<file path="config.mk">
export PLATFORM = sky130hd
export DESIGN_NAME = apb_bridge_master_flat
export DESIGN_NICKNAME = d
export VERILOG_FILES = /design/src/rtl/apb_bridge_master_if.sv /design/src/rtl/apb_bridge_master.sv /design/src/flat_wrapper.sv
export SDC_FILE = /design/constraint.sdc
export NUM_CORES = 1
export LEC_CHECK = 0
export CORE_MARGIN = 5
export CORE_UTILIZATION = 39
export DETAILED_ROUTE_END_ITERATION = 7
export MAX_ROUTING_LAYER = met4
export PLACE_DENSITY = 0.9
export SKIP_LAST_GASP = 1
export SYNTH_ARGS = -nofsm -noshare
export SYNTH_HDL_FRONTEND = slang
export SYNTH_SLANG_ARGS = --single-unit
</file>
<file path="constraint.sdc">
create_clock -name pclk -period 2.92 [get_ports pclk]
set_input_delay 0.438 -clock pclk [delete_from_list [all_inputs] [get_ports pclk]]
set_output_delay 0.438 -clock pclk [all_outputs]
set_load 0.1 [all_outputs]
</file>
<file path="src/rtl/apb_bridge_master_if.sv">
`default_nettype none
// +-----------------------------------------------------------------------+
// | apb_bridge_master_if                                                  |
// | Request/response port and APB4 bus bundle for apb_bridge_master.      |
// | Revision: 1.0                                                         |
// +-----------------------------------------------------------------------+
interface apb_bridge_master_if #(
  parameter int addrw = 32,
  parameter int dataw = 32,
  parameter int NSLV  = 4
);
  logic                    req_valid;
  logic                    req_ready;
  logic                    req_write;
  logic [addrw-1:0]        req_addr;
  logic [dataw-1:0]        req_wdata;
  logic [dataw/8-1:0]      req_strb;
  logic                    rsp_valid;
  logic [dataw-1:0]        rsp_rdata;
  logic                    rsp_err;
  logic [addrw-1:0]        paddr;
  logic [NSLV-1:0]         psel;
  logic                    penable;
  logic                    pwrite;
  logic [dataw-1:0]        pwdata;
  logic [dataw/8-1:0]      pstrb;
  logic [NSLV*dataw-1:0]   prdata;
  logic [NSLV-1:0]         pready;
  logic [NSLV-1:0]         pslverr;

  modport master (
    input  req_valid, req_write, req_addr, req_wdata, req_strb,
    input  prdata, pready, pslverr,
    output req_ready, rsp_valid, rsp_rdata, rsp_err,
    output paddr, psel, penable, pwrite, pwdata, pstrb
  );

  modport slave (
    output req_valid, req_write, req_addr, req_wdata, req_strb,
    output prdata, pready, pslverr,
    input  req_ready, rsp_valid, rsp_rdata, rsp_err,
    input  paddr, psel, penable, pwrite, pwdata, pstrb
  );
endinterface
`default_nettype wire

</file>
<file path="src/rtl/apb_bridge_master.sv">
`default_nettype none
// +-----------------------------------------------------------------------+
// | apb_bridge_master                                                     |
// | APB4 master: one request in, address decode, SETUP/ACCESS, one resp.  |
// | Revision: 1.0                                                         |
// +-----------------------------------------------------------------------+
module apb_bridge_master #(
  parameter int addrw   = 32,
  parameter int dataw   = 32,
  parameter int NSLV    = 4,
  parameter int SLV_AW  = 12,
  parameter int TIMEOUT = 16
) (
  input  logic                pclk,
  input  logic                preset,
  apb_bridge_master_if.master bus
);
  localparam int IW = (NSLV > 1) ? $clog2(NSLV) : 1;
  localparam int HI = SLV_AW + IW;
  localparam int CW = (TIMEOUT > 0) ? $clog2(TIMEOUT + 1) : 1;
  localparam int SW = dataw / 8;

  typedef enum logic [1:0] {
    IDLE   = 2'd0,
    SETUP  = 2'd1,
    ACCESS = 2'd2,
    RESP   = 2'd3
  } state_e;

  state_e           state_q, state_d;
  logic [IW-1:0]    idx_q, idx_d;
  logic [CW-1:0]    cnt_q, cnt_d;
  logic             req_ready_q, req_ready_d;
  logic             rsp_valid_q, rsp_valid_d;
  logic             rsp_err_q, rsp_err_d;
  logic [dataw-1:0] rsp_rdata_q, rsp_rdata_d;
  logic [addrw-1:0] paddr_q, paddr_d;
  logic [NSLV-1:0]  psel_q, psel_d;
  logic             penable_q, penable_d;
  logic             pwrite_q, pwrite_d;
  logic [dataw-1:0] pwdata_q, pwdata_d;
  logic [SW-1:0]    pstrb_q, pstrb_d;

  logic [IW-1:0]    w_idx;
  logic             w_idx_bad;
  logic             w_hi_bad;
  logic             w_dec_err;
  logic             w_ready;
  logic             w_slverr;
  logic [dataw-1:0] w_prdata;
  logic             w_timeout;

  assign w_idx = bus.req_addr[SLV_AW +: IW];

  // Index range check only exists when NSLV leaves unused codes in IW bits.
  if ((1 << IW) > NSLV) begin : g_idx_chk
    assign w_idx_bad = (w_idx >= IW'(NSLV));
  end else begin : g_idx_full
    assign w_idx_bad = 1'b0;
  end

  if (HI < addrw) begin : g_hi_chk
    assign w_hi_bad = |bus.req_addr[addrw-1:HI];
  end else begin : g_hi_none
    assign w_hi_bad = 1'b0;
  end

  assign w_dec_err = w_idx_bad | w_hi_bad;

  assign w_ready  = bus.pready[idx_q];
  assign w_slverr = bus.pslverr[idx_q];
  assign w_prdata = bus.prdata[int'(idx_q) * dataw +: dataw];

  // cnt_q counts completed ACCESS cycles; the last allowed one trips the timeout.
  if (TIMEOUT > 0) begin : g_timeout
    assign w_timeout = ((cnt_q + CW'(1)) == CW'(TIMEOUT));
  end else begin : g_no_timeout
    assign w_timeout = 1'b0;
  end

  always_comb begin
    state_d     = state_q;
    idx_d       = idx_q;
    cnt_d       = cnt_q;
    rsp_valid_d = 1'b0;
    rsp_err_d   = rsp_err_q;
    rsp_rdata_d = rsp_rdata_q;
    paddr_d     = paddr_q;
    psel_d      = psel_q;
    penable_d   = penable_q;
    pwrite_d    = pwrite_q;
    pwdata_d    = pwdata_q;
    pstrb_d     = pstrb_q;
    case (state_q)
      IDLE: begin
        if (bus.req_valid && req_ready_q) begin
          idx_d = w_idx;
          if (w_dec_err) begin
            state_d     = RESP;
            rsp_valid_d = 1'b1;
            rsp_err_d   = 1'b1;
            rsp_rdata_d = '0;
          end else begin
            state_d       = SETUP;
            cnt_d         = '0;
            psel_d        = '0;
            psel_d[w_idx] = 1'b1;
            penable_d     = 1'b0;
            paddr_d       = bus.req_addr;
            pwrite_d      = bus.req_write;
            pwdata_d      = bus.req_write ? bus.req_wdata : '0;
            pstrb_d       = bus.req_write ? bus.req_strb  : '0;
          end
        end
      end
      SETUP: begin
        state_d   = ACCESS;
        penable_d = 1'b1;
      end
      ACCESS: begin
        cnt_d = cnt_q + CW'(1);
        if (w_ready) begin
          state_d     = RESP;
          psel_d      = '0;
          penable_d   = 1'b0;
          rsp_valid_d = 1'b1;
          rsp_err_d   = w_slverr;
          rsp_rdata_d = (!pwrite_q && !w_slverr) ? w_prdata : '0;
        end else if (w_timeout) begin
          state_d     = RESP;
          psel_d      = '0;
          penable_d   = 1'b0;
          rsp_valid_d = 1'b1;
          rsp_err_d   = 1'b1;
          rsp_rdata_d = '0;
        end
      end
      RESP: begin
        state_d     = IDLE;
        rsp_err_d   = 1'b0;
        rsp_rdata_d = '0;
      end
      default: state_d = IDLE;
    endcase
    req_ready_d = (state_d == IDLE);
  end

  always_ff @(posedge pclk) begin
    if (preset) begin
      state_q     <= IDLE;
      idx_q       <= '0;
      cnt_q       <= '0;
      req_ready_q <= 1'b0;
      rsp_valid_q <= 1'b0;
      rsp_err_q   <= 1'b0;
      rsp_rdata_q <= '0;
      paddr_q     <= '0;
      psel_q      <= '0;
      penable_q   <= 1'b0;
      pwrite_q    <= 1'b0;
      pwdata_q    <= '0;
      pstrb_q     <= '0;
    end else begin
      state_q     <= state_d;
      idx_q       <= idx_d;
      cnt_q       <= cnt_d;
      req_ready_q <= req_ready_d;
      rsp_valid_q <= rsp_valid_d;
      rsp_err_q   <= rsp_err_d;
      rsp_rdata_q <= rsp_rdata_d;
      paddr_q     <= paddr_d;
      psel_q      <= psel_d;
      penable_q   <= penable_d;
      pwrite_q    <= pwrite_d;
      pwdata_q    <= pwdata_d;
      pstrb_q     <= pstrb_d;
    end
  end

  assign bus.req_ready = req_ready_q;
  assign bus.rsp_valid = rsp_valid_q;
  assign bus.rsp_err   = rsp_err_q;
  assign bus.rsp_rdata = rsp_rdata_q;
  assign bus.paddr     = paddr_q;
  assign bus.psel      = psel_q;
  assign bus.penable   = penable_q;
  assign bus.pwrite    = pwrite_q;
  assign bus.pwdata    = pwdata_q;
  assign bus.pstrb     = pstrb_q;
endmodule
`default_nettype wire

</file>
<file path="src/flat_wrapper.sv">
// flat-port wrapper written by rule: the top's interface ports become plain ports
module apb_bridge_master_flat 
#(
  parameter int addrw   = 32,
  parameter int dataw   = 32,
  parameter int NSLV    = 4,
  parameter int SLV_AW  = 12,
  parameter int TIMEOUT = 16
)
  (pclk, preset, bus_req_valid, bus_req_write, bus_req_addr, bus_req_wdata, bus_req_strb, bus_prdata, bus_pready, bus_pslverr, bus_req_ready, bus_rsp_valid, bus_rsp_rdata, bus_rsp_err, bus_paddr, bus_psel, bus_penable, bus_pwrite, bus_pwdata, bus_pstrb);
  apb_bridge_master_if #(.addrw(addrw), .dataw(dataw), .NSLV(NSLV)) bus_i ();
  input  logic pclk;
  input  logic preset;
  input wire logic [$bits(bus_i.req_valid)-1:0] bus_req_valid;
  input wire logic [$bits(bus_i.req_write)-1:0] bus_req_write;
  input wire logic [$bits(bus_i.req_addr)-1:0] bus_req_addr;
  input wire logic [$bits(bus_i.req_wdata)-1:0] bus_req_wdata;
  input wire logic [$bits(bus_i.req_strb)-1:0] bus_req_strb;
  input wire logic [$bits(bus_i.prdata)-1:0] bus_prdata;
  input wire logic [$bits(bus_i.pready)-1:0] bus_pready;
  input wire logic [$bits(bus_i.pslverr)-1:0] bus_pslverr;
  output wire logic [$bits(bus_i.req_ready)-1:0] bus_req_ready;
  output wire logic [$bits(bus_i.rsp_valid)-1:0] bus_rsp_valid;
  output wire logic [$bits(bus_i.rsp_rdata)-1:0] bus_rsp_rdata;
  output wire logic [$bits(bus_i.rsp_err)-1:0] bus_rsp_err;
  output wire logic [$bits(bus_i.paddr)-1:0] bus_paddr;
  output wire logic [$bits(bus_i.psel)-1:0] bus_psel;
  output wire logic [$bits(bus_i.penable)-1:0] bus_penable;
  output wire logic [$bits(bus_i.pwrite)-1:0] bus_pwrite;
  output wire logic [$bits(bus_i.pwdata)-1:0] bus_pwdata;
  output wire logic [$bits(bus_i.pstrb)-1:0] bus_pstrb;
  assign bus_i.req_valid = bus_req_valid;
  assign bus_i.req_write = bus_req_write;
  assign bus_i.req_addr = bus_req_addr;
  assign bus_i.req_wdata = bus_req_wdata;
  assign bus_i.req_strb = bus_req_strb;
  assign bus_i.prdata = bus_prdata;
  assign bus_i.pready = bus_pready;
  assign bus_i.pslverr = bus_pslverr;
  assign bus_req_ready = bus_i.req_ready;
  assign bus_rsp_valid = bus_i.rsp_valid;
  assign bus_rsp_rdata = bus_i.rsp_rdata;
  assign bus_rsp_err = bus_i.rsp_err;
  assign bus_paddr = bus_i.paddr;
  assign bus_psel = bus_i.psel;
  assign bus_penable = bus_i.penable;
  assign bus_pwrite = bus_i.pwrite;
  assign bus_pwdata = bus_i.pwdata;
  assign bus_pstrb = bus_i.pstrb;
  apb_bridge_master #(.addrw(addrw), .dataw(dataw), .NSLV(NSLV), .SLV_AW(SLV_AW), .TIMEOUT(TIMEOUT)) u_core (.pclk(pclk), .preset(preset), .bus(bus_i));
endmodule
</file>
==> impl_metrics.py <==
metrics = {
    "timing": {
        "hold_viol_final": 0,
        "grt_setup_unrepaired": "no",
        "timing.final.setup_violations": 0,
        "final.period_utilization_pct": 83.2,
        "achievable-frequency_ghz": 0.411,
        "headroom_to_the_max_slew_limit_pct": 44.7,
        "finalWorstPathRequiredPeriod_ns": 2.43,
        "finalSetupTns_ns": 0,
        "tightest_slew_ns": 0.826,
        "timing.final.max_slew_violations": 0,
        "worst_clock_skew_ns": 0.0118,
    },
    "die": {
        "die_area_um2": 16600,
        "die_width_um": 129,
        "die-height_um": 129,
        "rows": 43,
        "core_area_um2": 13900,
        "floorplan.initialDensity_pct": 39.7,
        "design.portCount": 317,
    },
    "critical_path": {
        "arrival_ns": 2.78,
        "worst_setup_path_end_kind": "flop",
        "reg2reg_setup_slack_ns": 0.49,
        "r2r.worst_path.cells": 8,
        "worstSetupPathType": "reg -> reg",
        "regToRegEndpoint": "u_core.bus.paddr[20]$_SDFFE_PP0P_",
        "crit_path_max_fanout": 44,
        "cp_data_required_time_ns": 3.27,
        "worstSetupStartpointType": "flop",
        "startpoint_of_the_worst_slack_reg_to_reg_timing_path": "u_core.state_q[0]$_SDFF_PP0_",
    },
    "clock_network": {
        "cts_max_path_buffers": 2,
        "worst_setup_hold_path_clk_slew_ns": 0.06,
        "cts-buffers-inserted": 17,
        "cts_htree_levels": 4,
        "sink_count": 118,
        "tritoncts": "built",
        "postCtsResizedCells": 0,
        "number_of_hold_buffers_added_after_cts": 0,
        "clock_tree.root_cell": "sky130_fd_sc_hd__clkbuf_16",
        "clock_latency_ns": 0.41,
        "post_cts_setup_bufs": 0,
    },
    "power_and_ir_drop": {
        "ir_drop_uv": 401,
        "leakage_nw": 3.52,
        "pwrdens_nw_per_um2": 607,
        "power.total_mw": 5.54,
    },
    "routing": {
        "route.antenna.remaining_nets": 0,
        "detail_route.vias_per_cell": 5.10,
        "dr.first_iter.drc_count": 217,
        "vias": 5419,
        "detailedRoute.firstPassIterationCount": 4,
        "route.detailed.drc": 0,
        "wl_per_cell_um": 17.4,
        "routed_wl_um": 18500,
    },
    "synthesis": {
        "synth.area.top_cells": "sky130_fd_sc_hd__dfxtp_1, sky130_fd_sc_hd__mux4_2, sky130_fd_sc_hd__nand2_1",
        "yosysUniqueCellTypes": 46,
        "yosys.area.top_type": "sky130_fd_sc_hd__dfxtp_1",
        "ys.warnings.count": 0,
        "synthCells": 567,
        "syn_area_per_cell_um2": 9.71,
        "ys_seq_area_share_pct": 42.9,
        "synth.net_count": 782,
        "ys_dominant_reg_cell": "sky130_fd_sc_hd__dfxtp_1",
        "ys_seq_elements": 118,
        "async_reset_ff_share_pct": 0,
        "synth.cell_area_um2": 5510,
        "synth_top_area_share_pct": 42.9,
        "synth_edf_count": 0,
    },
    "placed_design": {
        "place.gp.congestion": 0.877,
        "io_buf_count": 316,
        "dpl.cell_count": 1031,
        "dp.final_hpwl_um": 14000,
    },
    "final_layout": {
        "area_growth_syn_to_layout_pct": 65.9,
        "drive_above_1_share_pct": 22.7,
        "design.final.nets": 1085,
        "diodes": 0,
        "post_layout_nonfiller_instances": 1063,
    },
    "global_route": {
        "grt_pass1_vias": 5496,
        "grt.met1_usage_pct": 24.3,
        "grt.busiest_layer": "met2",
        "globalRouteOverflowTotal": 0,
        "groute.layer.met2.usage_pct": 37.5,
        "met3_usage_pct": 7.35,
        "grt_pass1_wl_um": 27800,
        "grt_max_degree": 61,
        "initial_antenna_violation_count": 0,
        "grt_use_total_pct": 22.1,
    },
    "worst_hold_path": {
        "min-delay-start": "preset",
        "timing.hold.worst.class": "in -> reg",
        "hold_path_end": "u_core.bus.rsp_rdata[14]$_SDFFE_PP0P_",
        "hold-path-cell-count": 3,
    },
    "status": {
        "run_status": "complete, no violations",
    },
    "flow_run": {
        "cap_violations": 0,
    },
}
cell families after synthesis:
kind of cell / count (synthesis) / synth area share (%)
flip-flops: 118 / 42.9
adder cells (fa/ha/maj): 7 / 1.59
buffers and inverters: 52 / 4.11
XOR/XNOR: 1 / 0.159
multiplexers: 74 / 21.2
AO/OA/AOI/OAI: 76 / 8.31
AND/OR/NAND/NOR: 239 / 21.7
synth_stat cells, types with 4 or more instances:
master                     number
sky130_fd_sc_hd__and2_1        19
sky130_fd_sc_hd__nand2b_1      43
sky130_fd_sc_hd__mux4_2        34
sky130_fd_sc_hd__inv_1          7
sky130_fd_sc_hd__mux2i_1       39
sky130_fd_sc_hd__nor2_1         8
sky130_fd_sc_hd__buf_1          4
sky130_fd_sc_hd__a21oi_1       57
sky130_fd_sc_hd__ha_1           7
sky130_fd_sc_hd__dfxtp_1      118
sky130_fd_sc_hd__clkbuf_1      33
sky130_fd_sc_hd__nand3_1       43
sky130_fd_sc_hd__nor4_2         4
sky130_fd_sc_hd__nand2_1      106
routing by layer:
layer	wire, um	up-vias
met1	6940	2566
met2	9470	246
met3	1760	23
li1	-	2584
met4	333	0
met5	0	-
metrics by stage:
stage               cell area (um^2)  setup WS [ns]  hold slack, ns  utilization, %
floorplan                       5510          0.409           0.469               -
global placement                8560          0.259           0.438            61.7
detailed placement              8560          0.226           0.444            61.7
CTS                             9140          0.471           0.439            65.8
global route                    9140          0.312           0.457            65.8
finish                          9140          0.489           0.442            65.8
where the power goes:
group	internal, mW	switching (mW)	total (mW)
Sequential	1.66	0.0434	1.71
Combinational	0.864	0.938	1.80
Clock	1.28	0.751	2.03
Total	3.81	1.73	5.54
placed cells by master, fill, tap and decap left out, types with 2 or more instances in the layout:
cell,n
sky130_fd_sc_hd__o211ai_1,2
sky130_fd_sc_hd__clkinvlp_4,3
sky130_fd_sc_hd__dfxtp_1,116
sky130_fd_sc_hd__nor3_1,2
sky130_fd_sc_hd__a211oi_4,2
sky130_fd_sc_hd__nor2b_1,2
sky130_fd_sc_hd__nor2_1,8
sky130_fd_sc_hd__mux4_2,34
sky130_fd_sc_hd__nand3_1,43
sky130_fd_sc_hd__inv_6,2
sky130_fd_sc_hd__clkinv_4,2
sky130_fd_sc_hd__a21oi_1,57
sky130_fd_sc_hd__clkbuf_1,4
sky130_fd_sc_hd__and2_1,19
sky130_fd_sc_hd__buf_12,2
sky130_fd_sc_hd__nand2b_1,43
sky130_fd_sc_hd__bufinv_16,2
sky130_fd_sc_hd__o31ai_1,2
sky130_fd_sc_hd__nor4_2,3
sky130_fd_sc_hd__a31oi_1,3
sky130_fd_sc_hd__nand2_1,106
sky130_fd_sc_hd__mux2i_1,39
sky130_fd_sc_hd__dfxtp_2,2
sky130_fd_sc_hd__clkdlybuf4s50_1,206
sky130_fd_sc_hd__buf_4,121
sky130_fd_sc_hd__clkbuf_16,17
sky130_fd_sc_hd__or2_2,2
sky130_fd_sc_hd__ha_1,7
sky130_fd_sc_hd__inv_1,7
worst max-delay path, stage by stage, from the launching register on:
cell and delay (ns):
sky130_fd_sc_hd__dfxtp_1 0.42, sky130_fd_sc_hd__inv_1 0.13, sky130_fd_sc_hd__ha_1 0.39, sky130_fd_sc_hd__nand3_1 0.18
sky130_fd_sc_hd__buf_4 0.16, sky130_fd_sc_hd__nor3_4 0.05, sky130_fd_sc_hd__buf_12 0.16, sky130_fd_sc_hd__nor2_1 0.65
sky130_fd_sc_hd__and2_1 0.23
sequential cells by signal, summed over array words and instances (netlist names):
name / flops
u_core.bus.paddr: 32
u_core.bus.penable: 1
u_core.bus.psel: 4
u_core.bus.pstrb: 4
u_core.bus.pwdata: 32
u_core.bus.pwrite: 1
u_core.bus.req_ready: 1
u_core.bus.rsp_err: 1
u_core.bus.rsp_rdata: 32
u_core.bus.rsp_valid: 1
u_core.cnt_q: 5
u_core.idx_q: 2
u_core.state_q: 2
how the worst max path moves through the flow:
stage                                                from                           endpoint  slack (ns)  cells past startpoint
after global placement                   bus_req_addr[18]       u_core.cnt_q[4]$_SDFFE_PP0P_        0.26                      6
after floorplan           u_core.bus.req_ready$_SDFF_PP0_    u_core.bus.rsp_err$_SDFFE_PP0P_        0.41                      5
after detailed placement                 bus_req_addr[22]       u_core.cnt_q[4]$_SDFFE_PP0P_        0.23                      6
after global routing         u_core.state_q[0]$_SDFF_PP0_  u_core.bus.paddr[20]$_SDFFE_PP0P_        0.31                      8
final                        u_core.state_q[0]$_SDFF_PP0_  u_core.bus.paddr[20]$_SDFFE_PP0P_        0.49                      8
after CTS                    u_core.state_q[0]$_SDFF_PP0_  u_core.bus.paddr[20]$_SDFFE_PP0P_        0.47                      8
final cells by class:
type,instances,area [um^2]
Clock buffer,22,454
Clock inverter,10,123
Fill cell,1098,4740
Inverter,7,26.3
Multi-Input combinational cell,397,2940
Sequential cell,118,2360
Tap cell,180,225
Timing Repair Buffer,329,3010
Power figures use the tool's default switching activity.
